==> src/rtl/status_reg.sv <==
// 6502 processor status register (P) with per-flag ALU capture, flag ops, PLP load and IRQ mask.
// Optional decimal flag storage enabled by defining HMC6502_BCD_EN.
module status_reg #(
    parameter logic [7:0] RESET_P = 8'h34
) (
    input  logic       clk,
    input  logic       resetb,
    input  logic       alu_zero,
    input  logic       alu_negative,
    input  logic       alu_overflow,
    input  logic       alu_cout,
    input  logic [3:0] upd_mask,
    input  logic [2:0] flag_op,
    input  logic       p_load,
    input  logic [7:0] p_in,
    input  logic       push_brk,
    input  logic       sync,
    output logic [7:0] p_out,
    output logic       c_flag,
    output logic       bcd,
    output logic       irq_mask
);

    localparam logic [2:0] OP_CLC = 3'd1;
    localparam logic [2:0] OP_SEC = 3'd2;
    localparam logic [2:0] OP_CLI = 3'd3;
    localparam logic [2:0] OP_SEI = 3'd4;
    localparam logic [2:0] OP_CLV = 3'd5;
`ifdef HMC6502_BCD_EN
    localparam logic [2:0] OP_CLD = 3'd6;
    localparam logic [2:0] OP_SED = 3'd7;
`endif

    logic r_n, r_v, r_i, r_z, r_c;
    logic r_irq_mask;
    logic w_n_d, w_v_d, w_i_d, w_z_d, w_c_d;
    logic w_d;
`ifdef HMC6502_BCD_EN
    logic r_d;
    logic w_d_d;
`endif

    // Bits 5/4 of the pulled byte are never stored (and bit 3 too without decimal support).
    logic w_unused;
`ifdef HMC6502_BCD_EN
    assign w_unused = ^p_in[5:4];
`else
    assign w_unused = ^p_in[5:3];
`endif

    // Mask captures go first so a flag op on the same flag overrides them.
    always_comb begin
        w_n_d = r_n;
        w_v_d = r_v;
        w_i_d = r_i;
        w_z_d = r_z;
        w_c_d = r_c;
`ifdef HMC6502_BCD_EN
        w_d_d = r_d;
`endif
        if (p_load) begin
            w_n_d = p_in[7];
            w_v_d = p_in[6];
            w_i_d = p_in[2];
            w_z_d = p_in[1];
            w_c_d = p_in[0];
`ifdef HMC6502_BCD_EN
            w_d_d = p_in[3];
`endif
        end else begin
            if (upd_mask[3]) w_n_d = alu_negative;
            if (upd_mask[2]) w_v_d = alu_overflow;
            if (upd_mask[1]) w_z_d = alu_zero;
            if (upd_mask[0]) w_c_d = alu_cout;
            case (flag_op)
                OP_CLC:  w_c_d = 1'b0;
                OP_SEC:  w_c_d = 1'b1;
                OP_CLI:  w_i_d = 1'b0;
                OP_SEI:  w_i_d = 1'b1;
                OP_CLV:  w_v_d = 1'b0;
`ifdef HMC6502_BCD_EN
                OP_CLD:  w_d_d = 1'b0;
                OP_SED:  w_d_d = 1'b1;
`endif
                default: ;
            endcase
        end
    end

    always_ff @(posedge clk or negedge resetb) begin
        if (!resetb) begin
            r_n        <= RESET_P[7];
            r_v        <= RESET_P[6];
            r_i        <= RESET_P[2];
            r_z        <= RESET_P[1];
            r_c        <= RESET_P[0];
            r_irq_mask <= 1'b1;
        end else begin
            r_n <= w_n_d;
            r_v <= w_v_d;
            r_i <= w_i_d;
            r_z <= w_z_d;
            r_c <= w_c_d;
            // Samples the pre-edge I, so I writes reach the mask one boundary later.
            if (sync) r_irq_mask <= r_i;
        end
    end

`ifdef HMC6502_BCD_EN
    always_ff @(posedge clk or negedge resetb) begin
        if (!resetb) begin
            r_d <= RESET_P[3];
        end else begin
            r_d <= w_d_d;
        end
    end
    assign w_d = r_d;
`else
    assign w_d = 1'b0;
`endif

    assign p_out    = {r_n, r_v, 1'b1, push_brk, w_d, r_i, r_z, r_c};
    assign c_flag   = r_c;
    assign bcd      = w_d;
    assign irq_mask = r_irq_mask;

endmodule

==> config.mk <==
export PLATFORM = sky130hd
export DESIGN_NAME = status_reg
export DESIGN_NICKNAME = d
export VERILOG_FILES = /design/src/rtl/status_reg.sv
export SDC_FILE = /design/constraint.sdc
export NUM_CORES = 1
export LEC_CHECK = 0
export CAP_MARGIN = 20
export CORE_AREA = 2 2 39 41
export CTS_BUF_LIST = sky130_fd_sc_hd__clkbuf_2
export DETAILED_ROUTE_END_ITERATION = 10
export DIE_AREA = 0 0 41 43
export MAX_ROUTING_LAYER = met4
export PLACE_DENSITY = 0.77
export SETUP_SLACK_MARGIN = 0.02
export SLEW_MARGIN = 40
export SYNTH_ARGS = -nofsm -noshare
export SYNTH_HDL_FRONTEND = slang
export SYNTH_SLANG_ARGS = --single-unit
==> constraint.sdc <==
create_clock -name clk -period 1.37 [get_ports clk]
set_input_delay 0.274 -clock clk [delete_from_list [all_inputs] [get_ports clk]]
set_output_delay 0.274 -clock clk [all_outputs]
set_load 0.05 [all_outputs]
==> reports/metrics.csv, run 1 <==
stage,metric,value,unit
critical_path,worst-path maximum fanout,2,
power,pwr dens,908,nW/um2
route,drt drc,0,
synthesis,Syn Inst Count,42,
sta,post-layout minimum cycle time,1200,ps
finish,"Area growth, synth to finish",74.3,%
route,vias post-DR,330,
global_route,largest net degree at the start of global routing,11,
finish,Layout Utilization,50.3,%
route,Vias/cell,4.23,
die,# IOs,35,
sta,fmax,0.836,GHz
die,die span in y,43,um
placed_design,Final HPWL DP,669,um
finish,# diodes,0,
sta,endpoints failing setup,0,
clocking,clk buf depth,2,
global_route,Tot GR Track Use,10.5,%
synthesis,synthesized cell area,399,um2
die,initial core utilization,28.8,%
finish,share of cells above drive strength 1,30.6,%
synthesis,"flops & latches, synth",6,
placed_design,"worst slack, placed",-47.0,ps
flow_run,max cap viols,0,
clocking,CTS sink count,6,
critical_path,CP endpoint kind,register,
critical_path,critical path startpoint category,input pin,
power,Tot Pwr,632,uW
die,core footprint,1380,um2
global_route,vias in the first global route,321,
die,Die Area,1760,um2
sta,final worst-path cycle share,87.3,%
power,Leakage Power,0.000301,uW
critical_path,reg-to-reg critical path endpoint,c_flag,
clocking,worst skew pair latency,210,ps
route,Antenna Nets Post-Route,0,
run_status,status,"complete, no violations",
sta,RSZ-0062 raised after global routing,no,
route,DR WL/cell,9.86,um
critical_path,FF-to-FF path depth,3,
sta,Final Skew,5.61,ps
finish,"most common cell after layout, fill and taps aside",clkdlybuf4s50_1,
critical_path,R2R Path Start,c_flag,
route,router iterations before antenna repair,3,
critical_path,crit path kind,input pin to register,
clocking,htree depth,1,
finish,Nets,88,
clocking,clk slew on worst S/H paths,50,ps
sta,"Hold Violations, Final",0,
synthesis,Synthesis Warnings,0,
critical_path,WP data required,1450,ps
finish,multi-input logic area,174,um2
clocking,TritonCTS Buffers,3,
finish,"commonest cells after routing, fill and taps aside","clkdlybuf4s50_1, buf_12, nand2_1, o21ai_0, dfrtp_1",
global_route,first-pass GRT wire length,1190,um
global_route,grt ovf,0,
clocking,postcts setup bufs,0,
synthesis,Synth cell types,17,
route,initial DRC count,2,
clocking,Root Driver,clkbuf_2,
power,VDD IR-drop max,0.326,mV
finish,sequential cell area,153,um2
clocking,CTS Hold Bufs,0,
placed_design,DP Cell Count,75,
sta,fin. max-slew vios,0,
route,Routed Wire Length,769,um
global_route,antenna violations before repair,0,
worst_hold_path,Worst Hold Class,input pin to async pin,
die,Die X,41,um
finish,Finished Layout Cells,78,
sta,setup ws final,174,ps
clocking,CTS tree,done,
synthesis,Post-Syn Area per Cell,9.50,um2
synthesis,"Seq/Total Area, Yosys",38.2,%
finish,fillcell total,139,
placed_design,routability cong.,0.741,
critical_path,reg-to-reg setup timing slack,260,ps
die,# rows,14,
clocking,# resized after CTS,0,
placed_design,# port buffers,26,
critical_path,Critical Path AT,1270,ps
cells in the mapped netlist:
cell type | n | area share [%]
a21boi_1 | 1 | 1.9
a21oi_1 | 1 | 1.3
a21oi_2 | 1 | 2.2
buf_2 | 1 | 1.3
buf_4 | 9 | 17
conb_1 | 2 | 1.9
dfrtp_1 | 4 | 25
dfstp_2 | 2 | 13
inv_1 | 1 | 0.94
mux2_2 | 2 | 5.6
mux2_4 | 1 | 3.8
mux2i_1 | 2 | 5.0
nand2_1 | 6 | 5.6
nand2b_2 | 1 | 2.2
nor2_1 | 2 | 1.9
o21ai_0 | 4 | 5.0
o31ai_2 | 2 | 6.3
registers in the layout (all words and copies together), names as in the netlist:
signal    cells
r_z           1
r_n           1
irq_mask      1
r_i           1
c_flag        1
r_v           1
report_power, final:
part           leakage, uW  switching (uW)  internal (uW)
sequential       0.0000695            23.7            202
combinational     0.000219             138            154
clock            0.0000125            55.0           59.1
per-stage QoR:
step	TNS, ps	area (um2)	hold WS, ps
2_1_floorplan	0	403	-21.6
3_3_place_gp	-32.9	681	526
3_5_place_dp	-47.0	681	522
4_1_cts	0	696	283
5_1_grt	0	696	291
6_report	0	696	290
critical path, cell delays in order:
cell             delay [ps]
clkdlybuf4s50_1         480
mux2_4                  310
a21oi_2                 140
o31ai_2                  70
per-layer routing:
layer	wire length, um	vias to the layer above	share of wire, %	track usage, %
met2	419	16	54	15.6
met3	81	0	11	3.66
met5	0	-	0	-
met1	268	147	35	10.6
li1	-	167	-	-
met4	0	0	0	8.00
cells by family after synthesis:
logic type             synth area share, %
other                                 1.88
multiplexers                          14.4
buffers and inverters                 19.1
AND/OR/NAND/NOR                       9.72
AO/OA/AOI/OAI                         16.6
flip-flops                            38.2
area by class of cell:
type | count | area share, %
multi-input combinational | 26 | 25.0
sequential | 6 | 21.9
tap | 16 | 2.88
timing repair buffer | 26 | 47.5
clock buffer | 3 | 2.16
inverter | 1 | 0.540
worst max-delay path by stage:
stage | end | depth (start not counted) | slack (ps) | start
after CTS | p_out[2] | 1 | 150 | r_i
after global placement | c_flag | 4 | -30 | upd_mask[0]
after floorplan | c_flag | 3 | 140 | c_flag
after detailed placement | c_flag | 4 | -50 | upd_mask[0]
after global routing | p_out[2] | 1 | 110 | r_i
final | c_flag | 4 | 170 | upd_mask[0]
(Power assumes the default switching activity.)
==> inputs of run 2 (changes only) <==
- CELL_PAD_IN_SITES_DETAIL_PLACEMENT: not set -> 0
- CELL_PAD_IN_SITES_GLOBAL_PLACEMENT: not set -> 1
- CORE_AREA: 2 2 39 41 -> not set
- CORE_MARGIN: not set -> 2
- CORE_UTILIZATION: not set -> 21
- DIE_AREA: 0 0 41 43 -> not set
- PLACE_DENSITY: 0.77 -> not set
- PLACE_DENSITY_LB_ADDON: not set -> 0.1
==> run 2 against run 1 <==
Against the previous run:
- die area rose by 28%
- largest cell class unchanged
- critical path depth fell by 3
- via count grew 0.61%
- wire length grew 4.4%
- critical path type is now register to output pin
==> reports/metrics.csv, run 2 (synthesis results as in run 1) <==
stage,metric,value,unit,change
power,Leakage Power,0.000310,uW,was 0.000301 uW
critical_path,critical path startpoint category,register,,was input pin
global_route,largest net degree at the start of global routing,11,,unchanged
critical_path,Slowest cell on crit path,dfstp_2,,was clkdlybuf4s50_1
critical_path,CP peak stage delay,590,ps,was 480 ps
finish,"most common cell after layout, fill and taps aside",clkdlybuf4s50_1,,unchanged
global_route,Tot GR Track Use,7.87,%,was 10.5%
placed_design,Final HPWL DP,678,um,was 669 um
route,DR WL/cell,9.02,um,was 9.86 um
power,sw power,226,uW,was 217 uW
flow_run,max cap viols,0,,unchanged
clocking,CTS tree,done,,unchanged
power,VDD IR-drop max,0.345,mV,was 0.326 mV
die,# rows,15,,was 14
power,Gate power share,44.6,%,was 46.3%
sta,final worst-path cycle share,89.0,%,was 87.3%
die,Die X,47.6,um,was 41 um
finish,Finished Layout Cells,89,,was 78
route,Routed Wire Length,803,um,was 769 um
route,Vias/cell,3.73,,was 4.23
global_route,antenna violations before repair,0,,unchanged
finish,share of cells above drive strength 1,32.8,%,was 30.6%
global_route,grt ovf,0,,unchanged
global_route,first-pass GRT wire length,1120,um,was 1190 um
die,core footprint,1760,um2,was 1380 um2
clocking,clk slew on worst S/H paths,70,ps,was 50 ps
critical_path,"CP delay by family, top",flip-flops,,was buffers and inverters
route,router iterations before antenna repair,1,,was 3
clocking,CTS Hold Bufs,0,,unchanged
route,initial DRC count,0,,was 2
clocking,Root Driver,clkbuf_2,,unchanged
sta,"Hold Violations, Final",0,,unchanged
critical_path,Worst Path Buf+Inv,1,,unchanged
power,pwr dens,919,nW/um2,was 908 nW/um2
die,initial core utilization,22.6,%,was 28.8%
worst_hold_path,Worst Hold Class,input pin to async pin,,unchanged
power,Clock Power Share,21.4,%,was 18.1%
sta,endpoints failing setup,0,,unchanged
critical_path,reg-to-reg setup timing slack,270,ps,was 260 ps
critical_path,WP data required,1100,ps,was 1450 ps
sta,fmax,0.820,GHz,was 0.836 GHz
clocking,postcts setup bufs,0,,unchanged
global_route,vias in the first global route,289,,was 321
sta,final setup TNS,0,ps,unchanged
sta,post-layout minimum cycle time,1220,ps,was 1200 ps
clocking,htree depth,1,,unchanged
sta,fin. max-slew vios,0,,unchanged
power,share of power burned in registers,34.0,%,was 35.7%
critical_path,crit path kind,register to output pin,,was input pin to register
critical_path,crit-path cells,buf_12,,"was clkdlybuf4s50_1, mux2_4, a21oi_2, o31ai_2"
finish,Nets,89,,was 88
route,vias post-DR,332,,was 330
finish,Layout Cell Area excl Fill,719,um2,was 696 um2
clocking,CTS sink count,6,,unchanged
finish,# diodes,0,,unchanged
placed_design,# port buffers,26,,unchanged
die,die span in y,47.6,um,was 43 um
clocking,# resized after CTS,0,,unchanged
critical_path,FF-to-FF path depth,3,,unchanged
critical_path,Critical Path AT,950,ps,was 1270 ps
sta,Final Skew,0.00379,ps,was 5.61 ps
die,# IOs,35,,unchanged
power,Pint,435,uW,was 415 uW
placed_design,routability cong.,0.740,,was 0.741
route,drt drc,0,,unchanged
finish,"commonest cells after routing, fill and taps aside","clkdlybuf4s50_1, buf_12, nand2_1",,"was clkdlybuf4s50_1, buf_12, nand2_1, o21ai_0, dfrtp_1"
sta,RSZ-0062 raised after global routing,no,,unchanged
placed_design,DP Cell Count,85,,was 75
clocking,clk buf depth,2,,unchanged
route,Antenna Nets Post-Route,0,,unchanged
power,switching part of the total,34.3,%,about the same
placed_design,Post-DP Area,699,um2,was 681 um2
critical_path,worst-path maximum fanout,4,,was 2
finish,"Area growth, synth to finish",80.3,%,was 74.3%
critical_path,CP Depth,1,,was 4
run_status,status,"complete, no violations",,unchanged
critical_path,CP endpoint kind,output pin,,was register
die,Die Area,2270,um2,was 1760 um2
clocking,worst skew pair latency,210,ps,about the same
clocking,TritonCTS Buffers,3,,unchanged
==> run 2: power by group through the flow <==
stage	Clock [uW]	Sequential, uW	Combinational, uW
2_1_floorplan	0	239	151
3_3_place_gp	0	228	296
3_5_place_dp	0	228	297
4_1_cts	153	225	297
5_1_grt	159	227	310
6_report	142	225	295
==> run 2: through the flow <==
step | util [%] | total power [uW] | setup slack [ps] | hold WS (ps)
2_1_floorplan | - | 391 | 139 | -21.6
3_3_place_gp | 39.6 | 524 | -42.2 | 528
3_5_place_dp | 39.6 | 525 | -44.4 | 534
4_1_cts | 40.8 | 675 | 133 | 281
5_1_grt | 40.8 | 696 | 111 | 306
6_report | 40.8 | 661 | 151 | 294
==> run 2: cell type report <==
cell class                      instances  area, um2
Inverter                                1       3.75
Timing Repair Buffer                   27        338
Tap cell                               25       31.3
Clock buffer                            4       20.0
Fill cell                             189       1040
Sequential cell                         6        153
Multi-Input combinational cell         26        174
==> run 2: final timing paths <==
kind	from	end
setup / recovery	r_i	p_out[2]
hold / removal	resetb	r_n
setup reg to reg	c_flag	c_flag
hold reg to reg	r_i	r_i
max in group asynchronous	resetb	irq_mask
min in group clk	push_brk	p_out[4]
==> run 2: metal layers <==
layer / routed length [um] / vias up / GRT usage, % / share of wire [%]
met3: 89 / 2 / 1.51 / 11
li1: - / 169 / - / -
met4: 20 / 0 / 9.73 / 2.5
met1: 336 / 141 / 8.22 / 42
met2: 357 / 20 / 11.1 / 44
met5: 0 / - / - / 0
==> edit, RTL diff (settings of run 2) <==
Build with the macro `HMC6502_BCD_EN` defined.
--- a/src/rtl/status_reg.sv
+++ b/src/rtl/status_reg.sv
@@ -1,5 +1,7 @@
 // 6502 processor status register (P) with per-flag ALU capture, flag ops, PLP load and IRQ mask.
 // Optional decimal flag storage enabled by defining HMC6502_BCD_EN.
+`define HMC6502_BCD_EN
+
 module status_reg #(
     parameter logic [7:0] RESET_P = 8'h34
 ) (
Check against the original RTL: not equivalent (a bounded check fails within 4 cycles, from zero or initial values and one cycle with resetb low).
==> edit against run 2 <==
  * Sequential cell count increased by 1
  * Utilization increased by 1.2 points
  * Combinational power increased by 16%
  * Sequential share of layout area increased by 0.36 points
  * Design area increased by 14%
  * Setup slack got worse by 0.012 ns
  * Clock power increased by 4%
  * Clock skew about the same
  * Final cell count increased by 10%
  * Routed wire length increased by 26%
  * Area after synthesis increased by 10%
  * Die area increased by 9.2%
  * Total power increased by 14%
  * Hold slack improved by 0.010 ns
  * Critical path type unchanged
  * Largest cell class unchanged
==> edit: results (changes against run 2) <==
Max Clock Skew 0.0000184 ns (was 0.00000379 ns); share of layout cells above drive strength 1 0.324 (was 0.328); Resized Gates After CTS 0 (unchanged); Worst Path Arrival 0.96 ns; clock buffer count from CTS 3 (unchanged); final std cells w/o fill 98 (was 89); Port Buffers 29 (was 26); complex-gate fraction of the synthesized area 0.171 (was 0.166); Max IR drop VDD 0.453 mV (was 0.345 mV); mux cell area share after synthesis 0.154 (was 0.144); H-Tree Depth 1 (unchanged); CP top delay family flip-flops (unchanged); largest net degree at the start of global routing 13 (was 11); placer congestion estimate 0.625 (was 0.740); GR Util met2 0.129 (was 0.111); Net Switching 257 uW (was 226 uW); WL/cell 10.3 microns (was 9.02 microns); 1st-iter DRT viols 2 (was 0); Static Leakage 0.358 nW (was 0.310 nW); Total GRT Usage 0.101 (was 0.0787); GR Util met1 0.113 (was 0.0822); Post-synth top cells buf_4 (8), nand2_1 (8), dfrtp_1 (5), o21ai_1 (5), mux2i_1 (3) (was buf_4 (9), nand2_1 (6), dfrtp_1 (4), o21ai_0 (4)); DRT Pass-1 Iters 2 (was 1); via count of the first global-routing pass 405 (was 289); via count 405 (was 332); HPWL Detailed 858 microns (was 678 microns); Synth Area in Adders 0 (unchanged); status completed (unchanged); met3 Resource Use GR 0.0636 (was 0.0151); Nets 96 (was 89); first-pass GRT wire length 1770 microns (was 1120 microns); Placement Cell Area 803 sq um (was 699 sq um); sequential share of the synthesized area 0.405 (was 0.382); DP Cell Count 94 (was 85); cells after synthesis 45 (was 42); ranking of synthesized cells by area dfrtp_1 (28%), buf_4 (14%), dfstp_2 (12%) (was dfrtp_1 (25%), buf_4 (17%), dfstp_2 (13%))
[edit: cell count changes in the layout (fill, tap and decap cells not counted), moves of 2 or more]
cell | run 2 | this run
mux2_2 | 2 | 0
o21ai_0 | 4 | 0
nand2_1 | 6 | 8
o21ai_1 | 0 | 5
buf_12 | 7 | 9
mux2_1 | 0 | 2
conb_1 | 3 | 1
[edit: routing by layer]
metal / up-vias / part of all wire
li1: 194 / -
met5: - / 0
met1: 185 / 0.43
met3: 2 / 0.12
met4: 0 / 0.0089
met2: 24 / 0.44
[edit: cells by family (layout without fill, tap and decap cells)]
| group | after synthesis | after routing |
|---|---|---|
| muxes | 6 | 6 |
| DFF | 7 | 7 |
| other | 1 | 1 |
| and+or+nand+nor | 11 | 11 |
| AOI/OAI and AO/OA | 10 | 10 |
| buffers and inverters | 10 | 36 |
[edit: worst reg2reg max path, delay by kind of cell (launching register included)]
family,cells,cell delay (ns)
flip-flops,1,0.45
multiplexers,1,0.31
AO/OA/AOI/OAI,2,0.22
[edit: final timing paths]
path                           from  endpoint  slack, ns
setup / recovery                r_i  p_out[2]       0.14
hold / removal               resetb       bcd       0.30
setup reg to reg             c_flag    c_flag       0.28
hold reg to reg                 r_i       r_i       0.60
max in group asynchronous    resetb       r_i       0.78
min in group clk           push_brk  p_out[4]       0.55
[edit: metrics by stage]
step	setup slack [ns]	util	hold WS, ns
final	0.138	0.420	0.304
after global routing	0.0626	0.420	0.292
after CTS	0.113	0.420	0.296
after detailed placement	-0.0502	0.409	0.549
after global placement	-0.0348	0.409	0.549
after floorplan	0.142	-	-0.0216
[edit: layout make-up]
class,count,area [sq um]
Sequential cell,7,178
Inverter,1,3.75
Clock buffer,4,20.0
Fill cell,216,1140
Multi-Input combinational cell,28,193
Tap cell,27,33.8
Timing Repair Buffer,31,395
[edit: power groups by stage]
stage / Sequential, mW / Clock, mW / Combinational [mW]
global route: 0.265 / 0.181 / 0.359
CTS: 0.264 / 0.156 / 0.347
global placement: 0.266 / 0 / 0.345
finish: 0.263 / 0.148 / 0.343
floorplan: 0.285 / 0 / 0.156
detailed placement: 0.267 / 0 / 0.346
